<file path="src/rtl/io_byte_packer.sv">
// io_byte_packer
//   Input stage ahead of the DES core. It samples the byte-wide pad bus on
//   rising edges of the slow pad clock, qualified by the pad valid line. The
//   bytes are packed into BW-bit blocks and handed to the core through a
//   1-deep valid/ready output slot.
//
// Ports
//   wb_clk_i        system clock, the only clock in this block
//   wb_rst_i        synchronous active-high reset
//   io_clk_i        raw pad clock (asynchronous, at least 4x slower)
//   io_valid_i      raw pad byte-valid
//   io_ctrl_i       raw pad block tag (1 = data, 0 = key)
//   io_data_i       raw pad byte
//   blk_data_o      packed block
//   blk_is_key_o    tag of blk_data_o (1 = key)
//   blk_valid_o     block available
//   blk_ready_i     core accepts the block
//   byte_cnt_o      bytes held in the partial block
//   overflow_o      sticky: a completed block was dropped
//   clr_overflow_i  clears overflow_o
//
// Output slot states
//   state   | meaning
//   S_EMPTY | no block held, blk_valid_o = 0
//   S_FULL  | block held and offered, blk_valid_o = 1
module io_byte_packer #(
  parameter int SYNC_STAGES     = 2,
  parameter int BYTES_PER_BLOCK = 8,
  parameter int MSB_FIRST       = 1
) (
  input  logic                           wb_clk_i,
  input  logic                           wb_rst_i,
  input  logic                           io_clk_i,
  input  logic                           io_valid_i,
  input  logic                           io_ctrl_i,
  input  logic [7:0]                     io_data_i,
  output logic [8*BYTES_PER_BLOCK-1:0]   blk_data_o,
  output logic                           blk_is_key_o,
  output logic                           blk_valid_o,
  input  logic                           blk_ready_i,
  output logic [2:0]                     byte_cnt_o,
  output logic                           overflow_o,
  input  logic                           clr_overflow_i
);

  localparam int BW = 8 * BYTES_PER_BLOCK;
  localparam logic [2:0] LAST = 3'(BYTES_PER_BLOCK - 1);

  typedef enum logic {S_EMPTY, S_FULL} state_t;

  // All pad lines go through one shared chain so they stay mutually aligned.
  logic [10:0]                   pad_raw;
  logic [SYNC_STAGES-1:0][10:0]  sync_q;
  logic                          clk_prev;
  logic                          clk_s;
  logic                          valid_s;
  logic                          ctrl_s;
  logic [7:0]                    data_s;
  logic                          strobe;

  assign pad_raw = {io_clk_i, io_valid_i, io_ctrl_i, io_data_i};
  assign clk_s   = sync_q[SYNC_STAGES-1][10];
  assign valid_s = sync_q[SYNC_STAGES-1][9];
  assign ctrl_s  = sync_q[SYNC_STAGES-1][8];
  assign data_s  = sync_q[SYNC_STAGES-1][7:0];
  assign strobe  = clk_s & ~clk_prev & valid_s;

  always_ff @(posedge wb_clk_i) begin
    if (wb_rst_i) begin
      sync_q   <= '0;
      clk_prev <= 1'b0;
    end else begin
      sync_q[0] <= pad_raw;
      for (int i = 1; i < SYNC_STAGES; i++) begin
        sync_q[i] <= sync_q[i-1];
      end
      clk_prev <= clk_s;
    end
  end

  // Fill path
  logic [BW-1:0] shreg;
  logic [BW-1:0] shreg_next;
  logic [2:0]    cnt;
  logic [2:0]    base_cnt;
  logic          tag;
  logic          done;
  logic          is_last;

  always_comb begin
    shreg_next = shreg;
    if (MSB_FIRST != 0) begin
      shreg_next = {shreg[BW-9:0], data_s};
    end else begin
      shreg_next = {data_s, shreg[BW-1:8]};
    end
  end

  // A tag change restarts the block: the byte counts as the first one.
  assign base_cnt = ((cnt != 3'd0) && (ctrl_s != tag)) ? 3'd0 : cnt;
  assign is_last  = (base_cnt == LAST);

  always_ff @(posedge wb_clk_i) begin
    if (wb_rst_i) begin
      shreg <= '0;
      cnt   <= 3'd0;
      tag   <= 1'b0;
      done  <= 1'b0;
    end else begin
      done <= 1'b0;
      if (strobe) begin
        shreg <= shreg_next;
        // Within a block the ctrl always matches the tag, so latching it on
        // every byte is equivalent to latching it on the first one.
        tag   <= ctrl_s;
        cnt   <= is_last ? 3'd0 : base_cnt + 3'd1;
        done  <= is_last;
      end
    end
  end

  assign byte_cnt_o = cnt;

  // Output slot; done marks the cycle in which shreg/tag hold a full block.
  state_t state;

  always_ff @(posedge wb_clk_i) begin
    if (wb_rst_i) begin
      state        <= S_EMPTY;
      blk_data_o   <= '0;
      blk_is_key_o <= 1'b0;
      blk_valid_o  <= 1'b0;
      overflow_o   <= 1'b0;
    end else begin
      if (clr_overflow_i) overflow_o <= 1'b0;
      case (state)
        S_EMPTY: begin
          if (done) begin
            blk_data_o   <= shreg;
            blk_is_key_o <= ~tag;
            blk_valid_o  <= 1'b1;
            state        <= S_FULL;
          end
        end
        S_FULL: begin
          if (blk_ready_i) begin
            if (done) begin
              blk_data_o   <= shreg;
              blk_is_key_o <= ~tag;
            end else begin
              blk_valid_o <= 1'b0;
              state       <= S_EMPTY;
            end
          end else if (done) begin
            // Placed after the clear so that a coincident set wins.
            overflow_o <= 1'b1;
          end
        end
        default: state <= S_EMPTY;
      endcase
    end
  end

endmodule
</file>
<file path="config.mk">
export PLATFORM = sky130hd
export DESIGN_NAME = io_byte_packer
export DESIGN_NICKNAME = d
export VERILOG_FILES = /design/src/rtl/io_byte_packer.sv
export SDC_FILE = /design/constraint.sdc
export NUM_CORES = 1
export LEC_CHECK = 0
export ABC_AREA = 1
export CORE_AREA = 2 2 118 120
export DETAILED_ROUTE_END_ITERATION = 7
export DIE_AREA = 0 0 120 122
export PLACE_DENSITY = 0.73
export SYNTH_ARGS = -nofsm -noshare
export SYNTH_HDL_FRONTEND = slang
export SYNTH_SLANG_ARGS = --single-unit
export TNS_END_PERCENT = 20
</file>
<file path="constraint.sdc">
create_clock -name wb_clk_i -period 1.3 [get_ports wb_clk_i]
set_input_delay 0.13 -clock wb_clk_i [delete_from_list [all_inputs] [get_ports wb_clk_i]]
set_output_delay 0.13 -clock wb_clk_i [all_outputs]
set_load 0.05 [all_outputs]
</file>
==> results.md, run 1 <==
* Drc violations at 0
* Pwr dens at 1260 mW/mm^2
* Sw frac at approximately a fifth
* Finish-stage setup viols at 0
* Most common cell after layout, fill and taps aside: nor2_1
* Initial Util at around 44%
* Worst VDD drop at around 0.85 mV
* Outcome: finished, final reports clean
* Power Internal at about 8.4 mW
* Largest net degree at the start of global routing at 46
* First-pass GRT wire length at about 21000 um
* Clk pwr share at around half
* Arrival time worst endpoint at roughly 1.6 ns
* Layout Skew at approximately 0.0075 ns
* Final wirelength at roughly 12000 um
* FMAX at slightly below 0.8 GHz
* Synth Area in Adders at less than 1%
* Register Area at 0.00322 sq mm
* Synth Area in Compound Gates at 6.29%
* Total clock sinks at between 150 and 200
* Min cycle time layout at approximately 1.3 ns
* Drt first pass iters at 5
* Unique masters post-synth at 18
* Worst-path clk slew at about 0.060 ns
* CTS root buf: clkbuf_16
* #FFs+latches synth at 160
* Hold Crit Start: io_data_i[2]
* Width of the die at about 120 um
* Fin area at between 0.008 and 0.009 sq mm
* Per-cell routed wire length at between 10 and 15 um
* Crit path launch type: flip-flop
* Cell Area, Synth at between 0.005 and 0.006 sq mm
* Via density at ~4.7
* Placer congestion estimate at 0.757
* CTS Buffer Depth at 2
* Dpl cell area at between 0.007 and 0.008 sq mm
* CP max FO at 3
* Syn_nets at just under 800
* Fin nets at ~840
* CTS tree: done
* Gr ovfl total at 0
* # fillers at ~1100
* Mapped Cells at 756
* RR Startpoint: ctrl_s
* Synth Area in XOR/XNOR at 0%
* Largest family of logic cells by synthesized area: simple AND/OR/NAND/NOR gates
* Area leader, netlist: dfxtp_1
* Insertion delay to the later sink of the worst-skew pair at between 0.4 and 0.5 ns
* Combinational group share of total power at 3.3%
* Most used cells in the layout excluding fill and tap cells: nor2_1 (290), dfxtp_1 (154), buf_12 (81)
* Final hold vios at 0
* CP Capture Type: flip-flop
* Post-Layout Cell Count at ~1000
* Tightest Pin Transition at around 0.35 ns
* Vias in the first global route at roughly 4400
* Sequential area share after synthesis at between 50% and 60%
* Warning count from the yosys run at 0
* Simple-Gate Fraction of Synth Area at roughly a third
* Post-route ant nets at 0
* H-tree levels at 4
* Clock buffer count from CTS at 17
* Layout Area Growth over Synthesis at 41.4%
* Power consumption at between 10 and 15 mW
* Setup TNS at 0 ns
* Crit path from: ctrl_s
* Max Cap Viol at 0
* Chip height at 122 um
* Ant. Diodes at 0
* Core Util, Final at between 60% and 70%
* GRT Resource Usage Total at ~18%
* Seq pwr share at between 40% and 50%
* I/O Pins at 85
* Mux contribution to synthesized area at 0%
* Count of input and output buffers at between 80 and 90
* Fin crit share at about 100%
* Critical Path RT at approximately 1.6 ns
* Placed Cells at around 980
* FP Rows at 43
* Top cells by area, synth: dfxtp_1 (54%), nor2_1 (19%), nand3b_1 (8.1%), o21ai_0 (5.8%), nand2_1 (4.6%)
* Worst hold path class: input port to flip-flop
* Post-CTS Hold Buffers at 0
* Yosys top cell area share at 54.2%
* Kind of critical path: flip-flop to flip-flop
* Post-DP HPWL at slightly below 8000 um
* Vias at around 4800
* Die area at ~0.015 sq mm
* Final slew viol count at 0
* Max-slew headroom at roughly three quarters
* Initial antenna violation count at 0
* Leakage at approximately 3.3 nW
* Layout cells sized above 1 at between 10% and 20%
* 1st-iter DRT viols at between 200 and 300
* NetSw at 2.12 mW
* Multi-input gate area at approximately 0.0023 sq mm
* Core area at 0.0135 sq mm
* Synth Area per Inst at 7.81 sq um
final cells by class:
class / instances / share of cell area (%)
clock inverters: 11 / 1.92
flip-flops and latches: 160 / 38.5
multi-input cells: 508 / 28.0
repair buffers: 102 / 21.7
inverters: 35 / 1.59
clock buffers: 21 / 5.52
well taps: 180 / 2.70
layer usage:
| layer | GRT usage, % | wire length [um] |
|---|---|---|
| met5 | 0 | 0 |
| met4 | 7.57 | 215 |
| met3 | 4.49 | 524 |
| met2 | 29.9 | 6190 |
| met1 | 21.6 | 5360 |
path summary, 6_finish.rpt:
check        cells past startpoint  slack, ns            end
min                              3       0.22      sync_q[2]
max reg2reg                      8       0.04  byte_cnt_o[2]
max                              8       0.04  byte_cnt_o[2]
min reg2reg                      2       0.40         ctrl_s
cells in the mapped netlist:
| cell type | count |
|---|---|
| o21ai_0 | 68 |
| clkbuf_1 | 17 |
| inv_2 | 3 |
| nand3_2 | 1 |
| nand3_1 | 3 |
| buf_2 | 22 |
| nor2_1 | 292 |
| ha_1 | 2 |
| buf_1 | 3 |
| buf_6 | 8 |
| buf_4 | 3 |
| nand2_1 | 73 |
| dfxtp_1 | 160 |
| a21oi_1 | 3 |
| inv_1 | 32 |
| o21bai_1 | 1 |
| a21oi_2 | 1 |
| nand3b_1 | 64 |
what timing repair did:
item                       CTS  global route
resized for setup            9             8
setup buffers                1             0
setup endpoints to repair    1             2
pin swaps                    5             5
power groups by stage:
stage                     Sequential [mW]  Clock [mW]  Combinational (mW)
final                                4.99        5.20               0.352
after global routing                 4.99        5.49               0.404
after CTS                            4.99        5.28               0.353
after detailed placement             5.10           0               0.343
after global placement               5.09           0               0.337
after floorplan                      5.09           0               0.227
stage by stage:
step | setup WS, ns | hold WS, ns
floorplan | 0.0312 | 0.237
global placement | -0.0361 | 0.390
detailed placement | -0.0812 | 0.396
CTS | -0.0147 | 0.205
global route | -0.0272 | 0.227
finish | 0.0359 | 0.219
worst max-delay path: stages (launching register included):
cell     delay [ns]
dfxtp_2        0.34
inv_1          0.05
nand2_2        0.08
nand2_2        0.08
buf_4          0.15
nor2_4         0.10
ha_4           0.21
o21ai_2        0.11
nor2_1         0.05
cell families (layout without fill, tap and decap cells):
family / count (synthesis) / in the layout
fa+ha+maj: 2 / 2
simple gates: 433 / 433
compound gates: 73 / 73
buf+inv: 88 / 169
flops: 160 / 160
flip-flops by register name (all words and copies together) (netlist names):
name          flops
blk_data_o       64
blk_is_key_o      1
blk_valid_o       1
byte_cnt_o        3
clk_prev          1
clk_s             1
ctrl_s            1
data_s            8
done              1
overflow_o        1
shreg            64
state             1
sync_q           12
tag               1
No activity file was read; power rests on OpenSTA's default activity.
==> run 2, diff against run 1 <==
==> constraint.sdc (replaced) <==
create_clock -name wb_clk_i -period 1.3 [get_ports wb_clk_i]
set_input_delay 0.13 -clock wb_clk_i [delete_from_list [all_inputs] [get_ports wb_clk_i]]
set_output_delay 0.13 -clock wb_clk_i [all_outputs]
set_load 0.005 [all_outputs]
==> results.md, run 2 (synthesized netlist as in run 1, its figures left out) <==
* Outcome: finished, final reports clean
* R2R cell count at 8
* Post-Layout Cell Count at a little over 1000
* Post-Place Worst Slack at -0.0931 ns
* Crit path from: ctrl_s
* Postcts setup bufs at 0
* Buf/Inv on CP at 2
* CTS tree: done
* Critical path's largest stage delay at approximately 0.32 ns
* Most common cell after layout, fill and taps aside: nor2_1
* Crit path launch type: flip-flop
* Layout Area Growth over Synthesis at 27.1%
* Clock buffer count from CTS at 17
* Via density at 4.64
* FP Rows at 43
* CTS Buffer Depth at 2
* Power Internal at around 8.3 mW
* Worst VDD drop at between 0.8 and 0.9 mV
* Per-cell routed wire length at 11.7 um
* Vias at ~4700
* Initial antenna violation count at 0
* Biggest regs: blk_data_o (64), shreg (64), sync_q (12)
* Crit path max-delay family: adder cells
* Post-route ant nets at 0
* CP max FO at 3
* Ant. Diodes at 0
* Pwr dens at about 1400 mW/mm^2
* Initial Util at a little over two fifths
* Count of input and output buffers at between 80 and 90
* First-pass GRT wire length at approximately 20000 um
* Critical path's slowest cell: dfxtp_2
* Core area at 0.0135 sq mm
* Gr ovfl total at 0
* Drc violations at 0
* Worst hold path class: input port to flip-flop
* Largest net degree at the start of global routing at 49
* FMAX at 0.773 GHz
* Vias in the first global route at ~4300
* CTS resizes at 85
* Max Cap Viol at 0
* Placer congestion estimate at 0.771
* Crit path cell chain: inv_1, nand2_1, nand3_1, inv_1, ha_1, ha_1, o21ai_1, nor2_1
* Post-CTS Hold Buffers at 0
* GRT Resource Usage Total at roughly 17%
* Finish-stage setup viols at 0
* Most used cells in the layout excluding fill and tap cells: nor2_1 (292), dfxtp_1 (143), nand2_1 (72)
* Critical path endpoint: byte_cnt_o[2]
* Critical Path RT at around 1.6 ns
* 1st-iter DRT viols at approximately 210
* Kind of critical path: flip-flop to flip-flop
* Width of the die at 120 um
* RR Startpoint: ctrl_s
* Combinational group share of total power at around 3.2%
* Insertion delay to the later sink of the worst-skew pair at about 0.42 ns
* Seq pwr share at 47.9%
* Fin nets at between 800 and 900
* Max-slew headroom at about three quarters
* Arrival time worst endpoint at between 1.5 and 2 ns
* R2r endpoint: byte_cnt_o[2]
* Sw frac at about 20%
* Final hold vios at 0
* PnR worst setup slack at around 0.0068 ns
* H-tree levels at 4
* Fin crit share at roughly 100%
* Worst-path clk slew at around 0.060 ns
* CTS root buf: clkbuf_16
* Post-DP HPWL at 7620 um
* WP depth at 8
* NetSw at ~2.1 mW
* Layout cells sized above 1 at 8.60%
* Drt first pass iters at 4
* Placed Cells at between 900 and 1000
* FF-to-FF setup slack at between 0.006 and 0.007 ns
* Min cycle time layout at 1.29 ns
* CP Capture Type: flip-flop
* Layout Skew at between 0.009 and 0.01 ns
* I/O Pins at between 80 and 90
* Unrepaired setup endpoints after global routing: yes
* Final slew viol count at 0
* Final wirelength at roughly 12000 um
* Clk pwr share at about half
* Total clock sinks at 160
* Leakage at about 3.3 nW
* Tightest Pin Transition at 0.371 ns
* Power consumption at between 10 and 15 mW
* Worst hold slack at between 0.2 and 0.25 ns
* Chip height at about 120 um
* Die area at 0.0146 sq mm
run 2: how the worst min path moves through the flow:
| stage | endpoint | start | slack [ns] | cells past startpoint |
|---|---|---|---|---|
| final | sync_q[1] | io_data_i[1] | 0.22 | 3 |
| after global routing | sync_q[2] | io_data_i[2] | 0.23 | 3 |
| after CTS | sync_q[1] | io_data_i[1] | 0.21 | 3 |
| after detailed placement | data_s[1] | sync_q[1] | 0.39 | 2 |
| after floorplan | sync_q[0] | io_data_i[0] | 0.24 | 2 |
| after global placement | data_s[2] | sync_q[2] | 0.39 | 2 |
run 2: routing by layer:
layer  up-vias  routed length [um]  global-route usage [%]  share of wire (%)
met2        73                5530                    27.9                 46
met1      2139                5790                    22.0                 49
met4         0                 180                    6.76                1.5
met5         -                   0                       0                  0
li1       2495                   -                       -                  -
met3        15                 392                    4.17                3.3
run 2: worst register-to-register path: stages (launching register included):
cell	delay, ns
dfxtp_2	0.32
inv_1	0.04
nand2_1	0.06
nand3_1	0.11
inv_1	0.05
ha_1	0.17
ha_1	0.26
o21ai_1	0.13
nor2_1	0.04
run 2: cell type report:
type	count	area [sq um]
Clock buffer	22	484
Tap cell	180	225
Inverter	35	133
Clock inverter	9	131
Multi-Input combinational cell	508	2280
Timing Repair Buffer	103	1020
Sequential cell	160	3220
Fill cell	1275	6000
run 2: power by group through the flow:
stage / registers (mW) / clock network, mW / logic, mW
after CTS: 4.99 / 5.18 / 0.342
after detailed placement: 5.10 / 0 / 0.341
final: 4.99 / 5.10 / 0.337
after floorplan: 5.09 / 0 / 0.227
after global placement: 5.10 / 0 / 0.335
after global routing: 5.00 / 5.39 / 0.392
run 2: metrics by stage:
stage | TNS [ns] | instance area, sq um | utilization, %
after global routing | -0.0756 | 7500 | 55.6
final | 0 | 7500 | 55.6
after CTS | -0.0977 | 7500 | 55.5
after floorplan | 0 | 5900 | -
after global placement | -4.91 | 6950 | 51.5
after detailed placement | -7.54 | 6950 | 51.5
